<file path="src/rtl/axis_frame_source.sv">
// Purpose: reads one 8-bit greyscale frame from a sync-read pixel memory in raster order and emits it as AXI-Stream.
// Latency: start sampled at edge E0 -> first read in cycle E0..E1 -> tvalid from E2; 1 beat/clk while tready=1.
// Backpressure: a 2-entry prefetch FIFO plus in-flight read are capped at 2; beats hold while tready=0. Option: AXIS_SRC_SOF_EN adds m_axis_tuser (SOF).
module axis_frame_source #(
  parameter int IMG_W  = 640,
  parameter int IMG_H  = 480,
  parameter int ADDR_W = 19
) (
  input  logic              clk,
  input  logic              rstn,
  input  logic              start,
  output logic              busy,
  output logic              done,
  output logic              mem_en,
  output logic [ADDR_W-1:0] mem_addr,
  input  logic [7:0]        mem_rdata,
  output logic [7:0]        m_axis_tdata,
  output logic              m_axis_tkeep,
  output logic              m_axis_tlast,
`ifdef AXIS_SRC_SOF_EN
  output logic              m_axis_tuser,
`endif
  output logic              m_axis_tvalid,
  input  logic              m_axis_tready
);

  localparam int NPIX = IMG_W * IMG_H;
  // One extra counter bit so the "all issued" value never aliases to 0,
  // even when 2**ADDR_W equals the pixel count exactly.
  localparam logic [ADDR_W:0] END_A  = (ADDR_W+1)'(NPIX);
  localparam logic [ADDR_W:0] LAST_A = (ADDR_W+1)'(NPIX - 1);

  typedef enum logic [1:0] {S_IDLE, S_RUN, S_DONE} state_t;

  typedef struct packed {
`ifdef AXIS_SRC_SOF_EN
    logic       sof;
`endif
    logic       last;
    logic [7:0] data;
  } beat_t;

  state_t            state_q, state_d;
  logic [ADDR_W:0]   addr_q, addr_d;
  logic              inflight_q;
  logic              inflight_last_q;
`ifdef AXIS_SRC_SOF_EN
  logic              inflight_sof_q;
`endif
  beat_t             head_q, head_d;
  beat_t             tail_q, tail_d;
  logic [1:0]        count_q, count_d;

  logic              pop;
  logic              push;
  logic              issue;
  logic [2:0]        occ;
  beat_t             wbeat;

  assign m_axis_tvalid = (count_q != 2'd0);
  assign m_axis_tkeep  = m_axis_tvalid;
  assign m_axis_tdata  = head_q.data;
  assign m_axis_tlast  = head_q.last;
`ifdef AXIS_SRC_SOF_EN
  assign m_axis_tuser  = head_q.sof;
`endif

  assign pop  = m_axis_tvalid & m_axis_tready;
  assign push = inflight_q;

  // Entries committed to the FIFO once this cycle's pop is taken: stored beats plus the read in flight.
  assign occ   = {1'b0, count_q} + {2'b00, inflight_q} - {2'b00, pop};
  assign issue = (state_q == S_RUN) && (addr_q < END_A) && (occ < 3'd2);

  assign mem_en   = issue;
  assign mem_addr = addr_q[ADDR_W-1:0];
  assign busy     = (state_q == S_RUN);
  assign done     = (state_q == S_DONE);

  // Beat arriving from memory this cycle, tagged with the flags of the address that produced it.
  always_comb begin
    wbeat      = '0;
    wbeat.data = mem_rdata;
    wbeat.last = inflight_last_q;
`ifdef AXIS_SRC_SOF_EN
    wbeat.sof  = inflight_sof_q;
`endif
  end

  // Two-entry FIFO next state; head is the registered output beat.
  always_comb begin
    head_d  = head_q;
    tail_d  = tail_q;
    count_d = count_q;
    case ({push, pop})
      2'b10: begin
        if (count_q == 2'd0) head_d = wbeat;
        else                 tail_d = wbeat;
        count_d = count_q + 2'd1;
      end
      2'b01: begin
        head_d  = tail_q;
        count_d = count_q - 2'd1;
      end
      2'b11: begin
        if (count_q == 2'd1) begin
          head_d = wbeat;
        end else begin
          head_d = tail_q;
          tail_d = wbeat;
        end
      end
      default: ;
    endcase
  end

  // Frame FSM and read address counter.
  always_comb begin
    state_d = state_q;
    addr_d  = addr_q;
    case (state_q)
      S_IDLE: begin
        if (start) begin
          state_d = S_RUN;
          addr_d  = '0;
        end
      end
      S_RUN: begin
        if (issue) addr_d = addr_q + 1'b1;
        if ((addr_q == END_A) && !inflight_q && (count_d == 2'd0)) state_d = S_DONE;
      end
      S_DONE:  state_d = S_IDLE;
      default: state_d = S_IDLE;
    endcase
  end

  // State registers; reset drops any in-flight read so no stale pixel surfaces afterwards.
  always_ff @(posedge clk) begin
    if (!rstn) begin
      state_q         <= S_IDLE;
      addr_q          <= '0;
      inflight_q      <= 1'b0;
      inflight_last_q <= 1'b0;
`ifdef AXIS_SRC_SOF_EN
      inflight_sof_q  <= 1'b0;
`endif
      head_q          <= '0;
      tail_q          <= '0;
      count_q         <= 2'd0;
    end else begin
      state_q         <= state_d;
      addr_q          <= addr_d;
      inflight_q      <= issue;
      inflight_last_q <= issue && (addr_q == LAST_A);
`ifdef AXIS_SRC_SOF_EN
      inflight_sof_q  <= issue && (addr_q == '0);
`endif
      head_q          <= head_d;
      tail_q          <= tail_d;
      count_q         <= count_d;
    end
  end

endmodule

</file>
<file path="config.mk">
export PLATFORM = sky130hd
export DESIGN_NAME = axis_frame_source
export DESIGN_NICKNAME = d
export VERILOG_FILES = /design/src/rtl/axis_frame_source.sv
export SDC_FILE = /design/constraint.sdc
export NUM_CORES = 1
export LEC_CHECK = 0
export ABC_AREA = 1
export CAP_MARGIN = 10
export CORE_AREA = 10 10 112 114
export CTS_CLUSTER_DIAMETER = 30
export DETAILED_ROUTE_END_ITERATION = 8
export DIE_AREA = 0 0 122 124
export HOLD_SLACK_MARGIN = 0.02
export PLACE_DENSITY = 0.46
export SLEW_MARGIN = 20
export SYNTH_ARGS = -nofsm -noshare
export SYNTH_HDL_FRONTEND = slang
export SYNTH_SLANG_ARGS = --single-unit
</file>
<file path="constraint.sdc">
create_clock -name clk -period 3.07 [get_ports clk]
set_input_delay 0.614 -clock clk [delete_from_list [all_inputs] [get_ports clk]]
set_output_delay 0.614 -clock clk [all_outputs]
set_load 0.005 [all_outputs]
</file>
==> results.md, run 1 <==
- The run finished with clean final reports.
- The worst clock skew is 0.009566 ns.
- The worst slack at placement is -0.2647 ns.
- The placer congestion estimate is 0.7866.
- The iteration count of the initial detailed-routing pass is 4.
- In this run, the number of DRC markers left after iteration 0 of detailed routing was 104.
- The worst setup path is launched from a flip-flop.
- STA puts the critical path data arrival time at 2.26 ns.
- The clock passes through at most 2 buffers.
- For the worst setup path, the data required time is 2.46 ns.
- The worst setup path is captured at an output port.
- For this configuration, the core starts out at a cell density of 24.62%.
- The setup path with the least slack is of type flip-flop to output port.
- The routed design has 6672 um of wire.
- Sequential cells account for 39.2% of the total power.
- The overall die width is 122 um.
- The antenna violation net count after detailed routing is 0.
- The largest net degree at the start of global routing is 26.
- The first global-routing pass estimated 10960 um of wire.
- The number of library cell types mapped by synthesis is 32.
- Setup repair after global routing left no endpoint under its margin.
- The post-synthesis cell count is 372.
- The critical path goes through inv_2 > ha_2 > inv_2 > nand2_1 > nand2_1 > nand2_1 > nand2_1 > fa_1 > nand2_1 > nor2_2 > nand3_4 > inv_1 > dlygate4sd2_1.
- The detailed placement HPWL is 5024 um.
- The hold violation total from the final report came to 0.
- Clock tree synthesis found a total of 44 sinks.
- The number of buffers and inverters on the critical path is 4.
- Summing all placed instances gives a cell area of 2993 um^2.
- The maximum VDD drop is 0.2731 mV.
- After detailed placement, the design holds a cell count of 534.
- TritonCTS built the clock tree.
- The count of pins over their slew limit is 0.
- For this run, the register share of the synthesized area comes to 34.97%.
- The sum of internal, switching and leakage power is 0.001846 W.
- The clock transition at the registers of the reported paths is 0.09 ns.
- In this run the standard cell core region covers 10230 um^2.
- The post-layout minimum cycle time is 2.874 ns.
- Dividing the synthesized area by the synthesized cell count gives 6.771 um^2.
- The biggest cell delay along the critical path is 0.49 ns.
- The number of nets in the layout is 422.
- The row count is 37.
- The number of primary I/O pins is 45.
- The standby leakage power is 1.370 nW.
- The die is 124 um tall.
- Of the total power, combinational logic draws 41.5%.
- The total of max-cap violations is 0.
- The non-filler instance count after layout is 542.
- The warning count from the yosys run is 0.
- Hold repair after CTS inserted 0 buffers.
- In the layout the commonest cells are 92 x sky130_fd_sc_hd__nand2_1, 55 x sky130_fd_sc_hd__nor2_1, 44 x sky130_fd_sc_hd__inv_1.
- The total grt overflow is 0.
- The clock reaches the later pin of the worst-skew pair after 0.29 ns.
- The number of H-tree branching levels is 2.
- In this run the cell area of the synthesized design comes to 2519 um^2.
- The number of remaining DRC errors is 0.
- The number of global-route vias before repair came to 2183.
- Of the cells placed in the final design, the portion with a size suffix greater than 1 is 9.136%.
- Of the available clock period, the critical path in the final layout requires 93.61%.
- For this run, the share of the core covered by cells in the final layout is 30.08%.
- Setup violations remaining at the end of the flow were counted as 0.
- Counting the buffers created by CTS gives 5.
- After routing the design area is 3078 um^2.
- The buffer count from post-CTS setup fixing is 0.
- At the pin with the least slew margin, the transition time is 0.6662 ns.
- The detail-routed via count per cell is 4.162.
- In this run the power spent charging and discharging nets is 0.0006754 W.
- The cell with the most instances on the worst path is sky130_fd_sc_hd__nand2_1.
- The maximum fanout along the worst path is 4.
- Net switching is 36.59% of the power.
- Timing would allow up to 348.0 MHz.
- The worst hold path belongs to the class flip-flop to flip-flop.
- Relative to the synthesized area, the layout overhead comes to 22.21%.
- In this run the tightest slew margin relative to its limit is 55.58%.
- The clock share of power is 19.3%.
- In the final routed layout, each cell accounts on average for 12.31 um.
- The master cell of the clock root buffer is sky130_fd_sc_hd__clkbuf_8.
- The cell internal power dissipation is 0.001170 W.
- The count of state elements after synthesis is 44.
- Synthesis produced a netlist with a net count of 389.
- Summing over every cut layer, the via total after detailed routing is 2256.
- The family with the most delay on the worst path is adder cells.
- The number of antenna violations at the first check in global routing is 1.
- Power spread over the standard cell area amounts to 599.6 nW/um^2.
- Global routing consumed, over all layers together, 8.913% of the routing resources.
- The library cell used most frequently in the layout, excluding fill and tap cells, is sky130_fd_sc_hd__nand2_1.
- During placement, the flow inserted port buffers numbering 44.
- In the post-route analysis, the smallest setup slack over all paths is 0.1963 ns.
- The die area is 15130 um^2.
- For this design, the slowest cell found on the critical path is sky130_fd_sc_hd__fa_1.
## power groups by stage
| stage | Sequential, W | Combinational [W] | Clock, W |
|---|---|---|---|
| 2_1_floorplan | 0.000733 | 0.000471 | 0 |
| 6_report | 0.000724 | 0.000766 | 0.000356 |
| 3_3_place_gp | 0.000736 | 0.000769 | 0 |
| 4_1_cts | 0.000724 | 0.000776 | 0.000374 |
| 5_1_grt | 0.000738 | 0.000864 | 0.000396 |
| 3_5_place_dp | 0.000734 | 0.000775 | 0 |
## worst register-to-register path, cell delays in order, from the launching register on
cell                      delay [ns]
sky130_fd_sc_hd__dfxtp_1        0.33
sky130_fd_sc_hd__inv_2          0.08
sky130_fd_sc_hd__ha_2           0.18
sky130_fd_sc_hd__inv_2          0.05
sky130_fd_sc_hd__nand2_1        0.08
sky130_fd_sc_hd__nand2_1        0.07
sky130_fd_sc_hd__nand2_1        0.06
sky130_fd_sc_hd__nand2_1        0.07
sky130_fd_sc_hd__fa_1           0.49
sky130_fd_sc_hd__nand2_1        0.06
sky130_fd_sc_hd__nor2_2         0.12
sky130_fd_sc_hd__nand3_4        0.08
sky130_fd_sc_hd__buf_4          0.17
sky130_fd_sc_hd__nand2_4        0.21
sky130_fd_sc_hd__nand3_1        0.11
sky130_fd_sc_hd__nand2_1        0.07
sky130_fd_sc_hd__nor2_1         0.04
## what timing repair did
item,4_1_cts,5_1_grt
setup endpoints to repair,1,1
gates resized for setup,1,4
pin swaps,0,1
hold endpoints to repair,0,0
## Yosys cell counts
cell                        n  share of area [%]
sky130_fd_sc_hd__o21ai_0   22                4.4
sky130_fd_sc_hd__fa_1       1               0.79
sky130_fd_sc_hd__nand2_1   92                 14
sky130_fd_sc_hd__clkbuf_1   1               0.15
sky130_fd_sc_hd__or2_2      1               0.25
sky130_fd_sc_hd__ha_1       4                2.0
sky130_fd_sc_hd__o21bai_1   1               0.30
sky130_fd_sc_hd__inv_1     45                6.7
sky130_fd_sc_hd__nand3_1   21                4.2
sky130_fd_sc_hd__dfxtp_1   44                 35
sky130_fd_sc_hd__nand4_1    4               0.99
sky130_fd_sc_hd__nand3_4    1               0.70
sky130_fd_sc_hd__nor2_2     6                1.5
sky130_fd_sc_hd__nor2_1    55                8.2
sky130_fd_sc_hd__nand2_2    4               0.99
sky130_fd_sc_hd__buf_4     22                6.6
sky130_fd_sc_hd__xor2_1     2               0.70
sky130_fd_sc_hd__inv_2      1               0.15
sky130_fd_sc_hd__a21oi_2    1               0.35
sky130_fd_sc_hd__buf_6      2               0.89
sky130_fd_sc_hd__and3_1     1               0.25
sky130_fd_sc_hd__buf_2      1               0.20
sky130_fd_sc_hd__clkinv_1   1               0.15
sky130_fd_sc_hd__nand2_4    1               0.45
sky130_fd_sc_hd__o21ai_2    1               0.35
sky130_fd_sc_hd__nor4_1     1               0.25
sky130_fd_sc_hd__a21oi_1   20                4.0
sky130_fd_sc_hd__nand3_2    2               0.79
sky130_fd_sc_hd__nor3_1     2               0.40
sky130_fd_sc_hd__nor3b_1    1               0.30
sky130_fd_sc_hd__nor2_4     2               0.89
sky130_fd_sc_hd__mux2i_1    9                3.6
## flip-flops by register name (all words and copies together) (netlist names)
register	cells
inflight_q	1
count_q	2
tail_q	9
m_axis_tlast	1
inflight_last_q	1
m_axis_tdata	8
state_q	2
addr_q	20
## layout make-up
type,count,area [um^2]
well taps,136,170.2
clock buffers,6,72.57
fillers,1141,7153
flip-flops and latches,44,882.1
clock inverters,1,5.005
inverters,47,176.4
diodes,1,2.502
repair buffers,52,501.7
multi-input cells,255,1267
## final timing paths
| path | from | end | slack (ns) | cells past startpoint |
|---|---|---|---|---|
| setup / recovery | count_q[1] | mem_en | 0.20 | 13 |
| hold / removal | addr_q[19] | addr_q[19] | 0.48 | 2 |
| setup reg to reg | count_q[1] | addr_q[11] | 0.70 | 16 |
| hold reg to reg | addr_q[19] | addr_q[19] | 0.48 | 2 |
## metrics by stage
step / hold WS (ns) / TNS (ns)
2_1_floorplan: 0.4357 / 0
3_3_place_gp: 0.4639 / -0.2461
3_5_place_dp: 0.4632 / -0.2647
4_1_cts: 0.4842 / 0
5_1_grt: 0.5039 / 0
6_report: 0.4824 / 0
## metal layers
layer | track usage, % | share of wire [%] | wire length (um) | vias to the layer above
li1 | - | - | - | 1212
met1 | 10.87 | 47 | 3153 | 1002
met2 | 14.94 | 46 | 3069 | 38
met3 | 2.986 | 6.3 | 417 | 4
met4 | 1.863 | 0.46 | 31 | 0
met5 | 0 | 0 | 0 | -
## kinds of logic (layout without fill, tap and decap cells)
family                     Yosys count  after routing  synth area share [%]
AOI/OAI and AO/OA                   45             45                 9.340
xor gates and xnor gates             2              2                0.6956
adders and majority gates            5              5                 2.782
buffers and inverters               73            106                 14.80
DFF                                 44             44                 34.97
muxes                                9              9                 3.577
other                                0              1                     0
and+or+nand+nor                    194            194                 33.83
Power figures use the tool's default switching activity.
==> run 2: changes to the inputs <==
--- a/config.mk
+++ b/config.mk
@@ -6,12 +6,13 @@
 export NUM_CORES = 1
 export LEC_CHECK = 0
 export ABC_AREA = 1
+export ABC_CLOCK_PERIOD_IN_PS = 3070
 export CAP_MARGIN = 10
 export CORE_AREA = 10 10 112 114
 export CTS_CLUSTER_DIAMETER = 30
 export DETAILED_ROUTE_END_ITERATION = 8
 export DIE_AREA = 0 0 122 124
-export HOLD_SLACK_MARGIN = 0.02
+export MAX_ROUTING_LAYER = met4
 export PLACE_DENSITY = 0.46
 export SLEW_MARGIN = 20
 export SYNTH_ARGS = -nofsm -noshare
==> run 2 against run 1 <==
Against the previous run:
- register-to-register slack about the same
- sequential share of layout area unchanged
- clock-buffer cell count unchanged
- die area unchanged
- hold slack better by 0.00061 ns
- wire length down 0.15%
- clock skew down 0.0013 ns
- highest routed layer unchanged
==> results.md, run 2 (synthesized netlist as in run 1, its figures left out) <==
- The analysis attributes to cell leakage a power of 1.370 nW.
- The hold violation total from the final report was 0.
- The detail route stage leaves a number of antenna-violating nets equal to 0.
- The detail-routed via count per cell is 4.203.
- The top routing layer in use is met4.
- Max-cap violations in this run came to 0.
- Setup repair after global routing left no endpoint under its margin.
- Wire segments on met2 add up to 3057 um in the final route.
- The detailed placement HPWL is 5024 um.
- In this run the power density over the cells is 599.9 nW/um^2.
- The number of primary I/O pins is 45.
- The clock tree from TritonCTS is built.
- Hold repair after CTS inserted 0 buffers.
- The multi-input combinational cells in the finished layout cover a total of 1267 um^2.
- Of the total power, combinational logic draws 41.5%.
- The worst-case headroom to the max-slew limit is 55.81%.
- The overall track demand over capacity in global routing is 9.177%.
- Of the cells placed in the final design, the portion with a size suffix greater than 1 is 9.136%.
- The number of inserted filler cells in the final layout is 1141.
- The min-delay analysis places its worst path in the category flip-flop to flip-flop.
- STA classifies the critical path endpoint as an output port.
- In this run, placement finished with an instance count of 534.
- The number of antenna violations at the first check in global routing came to 1.
- The number of flip-flops in the largest register is 20.
- The number of endpoints failing setup at the final stage is 0.
- The analysis attributes to net switching a power of 0.0006761 W.
- For the worst setup path, the data required time is 2.46 ns.
- The overall die width is 122 um.
- The clock passes through at most 2 buffers.
- The placed instances occupy a cell area of 2993 um^2.
- The internal power of the cells totals 0.001170 W.
- Once the floorplan was initialized, standard cells occupied 24.62% of the core.
- The worst path uses 93.60% of the clock period.
- Entering global routing, the biggest net connects 26 pins.
- The transition time at the pin with the least slew margin is 0.6628 ns.
- The iteration count of the initial detailed-routing pass is 4.
- VDD sags by at most 0.2743 mV.
- The detailed-route wire length per cell is 12.29 um.
- The number of I/O port buffers is 44.
- Registers are responsible for 39.2% of the overall power.
- The floorplan step defined a die boundary enclosing 15130 um^2.
- The clock transition at the registers of the reported paths is 0.09 ns.
- The top cell types in the final layout, fill and taps aside, are 92 x sky130_fd_sc_hd__nand2_1, 55 x sky130_fd_sc_hd__nor2_1, 44 x sky130_fd_sc_hd__inv_1.
- The detailed router placed 2278 vias in this run.
- The number of remaining DRC errors is 0.
- The maximum operating frequency is 348.0 MHz.
- The placer congestion estimate is 0.7976.
- The detailed router put a total of 3232 um of wire on met1.
- The growth of design area from synthesis to finish is 22.21%.
- The run finished with clean final reports.
- The worst setup path is of the flip-flop to output port kind.
- The core region area is 10230 um^2.
- The row count is 37.
- For the finished layout, the period the worst path requires is 2.873 ns.
- The switching share of power is 36.62%.
- The sequential cell area is 882.1 um^2.
- The wire length of the first global-routing pass is 10940 um.
- More flip-flops sit in one register than any other, and that register is addr_q.
- Clock tree synthesis selected as its root buffer the cell sky130_fd_sc_hd__clkbuf_8.
- At the later pin of the worst-skew pair, clock insertion delay measures 0.29 ns.
- The worst clock skew is 0.008216 ns.
- The finished cells cover 3078 um^2.
- The count of pins over their slew limit is 0.
- The final layout contains 422 nets.
- For the worst setup path, the data arrival time is 2.26 ns.
- The kind of launch point of the worst setup path is a flip-flop.
- Summed over all layers, the routed wires come to 6662 um.
- The amount of wire on met3 after detailed routing is 339 um.
- Once layout is complete, the cells apart from fillers number 542.
- The number of CTS-inserted buffers is 5.
- The number of DRC violations after detailed-routing iteration 0 is 109.
- The worst register-to-register path has a depth of 16.
- Along the worst hold path, the cell count comes to 2.
- Summed over all layers, the global routing overflow is 0.
- The number of H-tree branching levels is 2.
- The clock share of power is 19.3%.
- The maximum fanout along the worst path is 4.
- The count of clock tree sinks is 44.
- The most frequent standard cell in the layout excluding fill and tap cells is sky130_fd_sc_hd__nand2_1.
- The number of global-route vias before repair came to 2193.
- The die is 124 um tall.
==> run 2: cell counts in the layout (fill, tap and decap cells not counted) <==
Identical to the previous run, type by type.
==> run 2: power by group through the flow <==
stage | combinational [W] | clock (W) | sequential [W]
2_1_floorplan | 0.000471 | 0 | 0.000733
5_1_grt | 0.000863 | 0.000396 | 0.000738
3_3_place_gp | 0.000769 | 0 | 0.000736
6_report | 0.000765 | 0.000357 | 0.000724
4_1_cts | 0.000776 | 0.000374 | 0.000724
3_5_place_dp | 0.000775 | 0 | 0.000734
==> run 2: area by class of cell <==
type	count	share of cell area (%)
multi-input cells	255	41.18
clock buffers	6	2.358
repair buffers	52	16.30
flip-flops and latches	44	28.66
inverters	47	5.732
clock inverters	1	0.1626
diodes	1	0.08130
well taps	136	5.528
==> run 2: layer usage <==
layer / vias up / GRT usage, %
met1: 1009 / 11.21
met4: 0 / 1.863
met3: 5 / 2.353
met5: - / -
met2: 47 / 14.97
li1: 1217 / -
==> run 2: timing repair <==
action / in CTS / in global routing
resized for setup: 1 / 4
pin swaps: 0 / 1
setup buffers: 0 / 0
endpoints found under the setup margin: 1 / 1
==> run 2: final timing paths <==
kind | endpoint | slack [ns] | startpoint
max | mem_en | 0.20 | count_q[1]
min | addr_q[19] | 0.48 | addr_q[19]
max reg2reg | addr_q[16] | 0.70 | count_q[1]
min reg2reg | addr_q[19] | 0.48 | addr_q[19]
==> run 2: worst max-delay path, cell delays in order, from the launching register on <==
cell and delay, ns:
sky130_fd_sc_hd__dfxtp_1 0.33, sky130_fd_sc_hd__inv_2 0.08, sky130_fd_sc_hd__ha_2 0.18, sky130_fd_sc_hd__inv_2 0.05, sky130_fd_sc_hd__nand2_1 0.08, sky130_fd_sc_hd__nand2_1 0.07
sky130_fd_sc_hd__nand2_1 0.06, sky130_fd_sc_hd__nand2_1 0.07, sky130_fd_sc_hd__fa_1 0.49, sky130_fd_sc_hd__nand2_1 0.06, sky130_fd_sc_hd__nor2_2 0.12, sky130_fd_sc_hd__nand3_4 0.08
sky130_fd_sc_hd__inv_1 0.05, sky130_fd_sc_hd__dlygate4sd2_1 0.25
==> run 2: per-stage QoR <==
step | total power, W | hold WS [ns] | setup TNS (ns) | utilization, % | setup WS (ns)
floorplan | 0.001203 | 0.4357 | 0 | - | 0.5291
global placement | 0.001505 | 0.4639 | -0.2461 | 29.25 | -0.2461
detailed placement | 0.001509 | 0.4632 | -0.2647 | 29.25 | -0.2647
global route | 0.001996 | 0.5039 | 0 | 30.08 | 0.01426
CTS | 0.001874 | 0.4842 | 0 | 30.00 | 0.0007858
finish | 0.001846 | 0.4830 | 0 | 30.08 | 0.1965
==> run 3: changes to the inputs <==
==> config.mk (replaced) <==
export PLATFORM = sky130hd
export DESIGN_NAME = axis_frame_source
export DESIGN_NICKNAME = d
export VERILOG_FILES = /design/src/rtl/axis_frame_source.sv
export SDC_FILE = /design/constraint.sdc
export NUM_CORES = 1
export LEC_CHECK = 0
export ABC_CLOCK_PERIOD_IN_PS = 3700
export CAP_MARGIN = 10
export CORE_AREA = 10 10 107 109
export CTS_CLUSTER_DIAMETER = 30
export DETAILED_ROUTE_END_ITERATION = 8
export DIE_AREA = 0 0 117 119
export MAX_ROUTING_LAYER = met4
export PLACE_DENSITY = 0.47
export SLEW_MARGIN = 20
export SYNTH_ARGS = -nofsm -noshare
export SYNTH_HDL_FRONTEND = slang
export SYNTH_SLANG_ARGS = --single-unit
==> constraint.sdc (replaced) <==
create_clock -name clk -period 3.7 [get_ports clk]
set_input_delay 0.74 -clock clk [delete_from_list [all_inputs] [get_ports clk]]
set_output_delay 0.74 -clock clk [all_outputs]
set_load 0.005 [all_outputs]
==> run 3 against run 2 <==
Against the previous run:
- critical path depth is 4 lower
- die area is 8.0% lower
- highest routed layer unchanged
- first-iteration DRC count is 42% lower
- largest cell class unchanged
- largest power group unchanged
- final area is 7.4% lower
- worst setup slack worse by 0.096 ns
==> results.md, run 3 <==
- The run finished with clean final reports.
- After routing the design area is 2849 um^2.
- After floorplanning, the core was divided into 36 placement rows.
- The capturing point of the worst reg2reg path is inflight_last_q.
- The depth of the most critical reg-to-reg path is 13.
- In this run, the number of DRC markers left after iteration 0 of detailed routing was 63.
- Entering global routing, the biggest net connects 21 pins.
- The hold path depth is 2.
- The count of state elements after synthesis is 44.
- From synthesis to final layout, the design area changed by 24.29%.
- The net count after synthesis is 280.
- The master cell of the clock root buffer is sky130_fd_sc_hd__clkbuf_8.
- met1 is the most crowded layer.
- The number of library cell types mapped by synthesis is 47.
- At the worst endpoint, the required time is 2.96 ns.
- The worst clock skew is 0.008139 ns.
- The top cell types in the final layout, fill and taps aside, are 44 x sky130_fd_sc_hd__dfxtp_1, 43 x sky130_fd_sc_hd__clkdlybuf4s50_1, 29 x sky130_fd_sc_hd__nor2_1.
- Based on the critical path, the design can be clocked at up to 277.8 MHz.
- The fraction of synthesis flops using an asynchronous set or reset pin is 0%.
- The clock transition at the registers of the reported paths is 0.08 ns.
- Counting flops with a built-in enable in the synthesized netlist gives 0.
- Setup violations remaining at the end of the flow were counted as 0.
- TritonCTS built the clock tree.
- The overall die width is 117 um.
- The first detailed-routing pass took 4 iterations.
- Among all flip-flop cells after synthesis, the most frequent one is sky130_fd_sc_hd__dfxtp_1.
- Power spread over the standard cell area amounts to 611.2 nW/um^2.
- Ranked by instance count, the synthesized netlist is headed by 44 x sky130_fd_sc_hd__dfxtp_1, 29 x sky130_fd_sc_hd__nor2_1, 29 x sky130_fd_sc_hd__o21ai_1.
- The area share of the largest cell type after synthesis is 38.43%.
- The count of nets left with antenna violations once routing finished came out at 0.
- The total grt overflow is 0.
- The smallest clock period supported by the final layout is computed as 3.600 ns.
- The post-placement cell area is 2713 um^2.
- The worst pin sits at a relative slew slack of 53.18%.
- Of all nets on the critical path, the largest fanout is 3.
- After synthesis, the cell types taking the most area are sky130_fd_sc_hd__dfxtp_1 38%, sky130_fd_sc_hd__mux2i_1 8.7%, sky130_fd_sc_hd__buf_4 6.6%.
- The overall track demand over capacity in global routing is 8.552%.
- In this run the number of H-tree levels came out at 2.
- TritonCTS created 5 clock buffers.
- The most frequent standard cell in the layout excluding fill and tap cells is sky130_fd_sc_hd__dfxtp_1.
- The core region area is 9459 um^2.
- During I/O placement, the number of pins put on the boundary was 45.
- The number of flip-flops in the largest register is 20.
- Once layout is complete, the utilization of the core stands at 30.12%.
- The total of max-cap violations is 0.
- The kind of launch point of the worst setup path is a primary input.
- The post-synthesis cell count is 263.
- The number of global-route vias before repair is 1719.
- Of the cells placed in the final design, the portion with a size suffix greater than 1 is 10.62%.
- The warning count from the yosys run is 0.
- Across the VDD grid, the largest voltage drop is 0.2102 mV.
- The number of remaining DRC errors is 0.
- After layout, the design draws a total of 0.001741 W.
- The register name with the most flops is addr_q.
- The met3 track demand over resource in global routing is 2.058%.
- The standby leakage power is 1.068 nW.
- The hold violation total from the final report is 0.
- 0 antenna diodes ended up in the layout.
- The count of pins over their slew limit came to 0.
- The register area share after synthesis is 38.43%.
- Among all cell types in the netlist, the one instantiated most often is sky130_fd_sc_hd__dfxtp_1.
- The via count is 1879.
- The number of hold buffers added after CTS was 0.
- The number of antenna violations at the first check in global routing is 0.
- In the finished design, the share of the clock period the worst path needs comes to 97.29%.
- The first global-routing pass estimated 9259 um of wire.
- The netlist area before placement is 2292 um^2.
- The detailed placement HPWL is 4178 um.
- Counting along the longest clock path gives a buffer depth of 2.
- At the pin with the least slew margin, the transition time is 0.7022 ns.
- The critical path capture point type is an output port.
- The vertical extent of the die is 119 um.
- The detailed-route wire length per cell is 14.24 um.
- The worst register-to-register path has a setup slack of 0.66 ns.
- The placer congestion estimate is 0.7840.
- The floorplan step defined a die boundary enclosing 13920 um^2.
- For the worst setup path, the data arrival time is 2.86 ns.
- The most area-hungry cell type in the Yosys netlist is sky130_fd_sc_hd__dfxtp_1.
- The average instance in the mapped netlist occupies 8.716 um^2.
- The startpoint identified for the worst hold timing path is tail_q[0].
- For met1 alone, demand over resource in global routing was 12.12%.
- The count of buffers added on input and output ports is 44.
- CTS saw 44 sinks.
- Once the floorplan was initialized, standard cells occupied 24.23% of the core.
- The sum of routed wire length over all layers is 5783 um.
- The category of the most critical setup path is primary input to output port.
- The final layout contains 308 nets.
- The worst register-to-register path begins at count_q[0].
- In the global route stage, met2 resource usage came out at 11.61%.
- The worst hold path terminates at tail_q[0].
- The detail-routed via count per cell is 4.628.
- The path class of the tightest hold or removal check is flip-flop to flip-flop.
- For the worst-skew pair, the clock arrives at the later sink with an insertion delay of 0.30 ns.
run 3: cell type report:
| type | count | area (um^2) |
|---|---|---|
| flip-flops and latches | 44 | 880.8 |
| repair buffers | 53 | 506.7 |
| clock inverters | 2 | 35.03 |
| multi-input cells | 178 | 1172 |
| fillers | 990 | 6610 |
| clock buffers | 6 | 72.57 |
| inverters | 9 | 38.79 |
| well taps | 114 | 142.6 |
run 3: power by group:
part / switching, W / internal [W]
registers: 0.0000512 / 0.000552
logic: 0.000364 / 0.000409
clock network: 0.000165 / 0.000201
run 3: metrics by stage:
stage	instances	worst slack, ns	hold slack [ns]	setup TNS (ns)
2_1_floorplan	263	0.7138	0.4565	0
3_3_place_gp	397	-0.2507	0.4724	-0.2507
3_5_place_dp	397	-0.2531	0.4820	-0.2531
4_1_cts	406	0.1065	0.5040	0
5_1_grt	406	-0.02754	0.5167	-0.02754
6_report	406	0.1004	0.4991	0
run 3: worst max-delay path by stage:
stage	cells past startpoint	to	start	slack, ns
final	9	mem_en	m_axis_tready	0.10
after global routing	9	mem_en	m_axis_tready	-0.03
after CTS	9	mem_en	m_axis_tready	0.11
after detailed placement	9	mem_en	m_axis_tready	-0.25
after global placement	9	mem_en	m_axis_tready	-0.25
after floorplan	8	mem_en	m_axis_tready	0.71
run 3: critical path, stage by stage:
cell	delay (ns)
sky130_fd_sc_hd__clkdlybuf4s50_1	0.48
sky130_fd_sc_hd__nand2b_1	0.09
sky130_fd_sc_hd__xnor2_1	0.25
sky130_fd_sc_hd__nand2b_4	0.19
sky130_fd_sc_hd__fa_1	0.40
sky130_fd_sc_hd__nor2b_4	0.14
sky130_fd_sc_hd__and3_4	0.15
sky130_fd_sc_hd__and2_4	0.16
sky130_fd_sc_hd__dlygate4sd2_1	0.27
run 3: logic make-up after synthesis:
group	count (synthesis)	share of synthesized area [%]
compound gates	63	16.54
simple gates	87	20.20
flops	44	38.43
xor+xnor	2	0.7643
fa+ha+maj	5	3.057
buf+inv	41	11.79
mux	21	9.225
run 3: what timing repair did:
action	CTS	global route
pin swaps	1	0
setup endpoints to repair	1	1
endpoints found under the hold margin	0	0
buffers inserted	1	0
gates cloned	0	0
resized for setup	3	3
run 3: layer usage:
metal	part of all wire (%)	up-vias
met1	53	854
met2	42	44
met3	4.4	5
met5	0	-
met4	0.92	0
li1	-	976
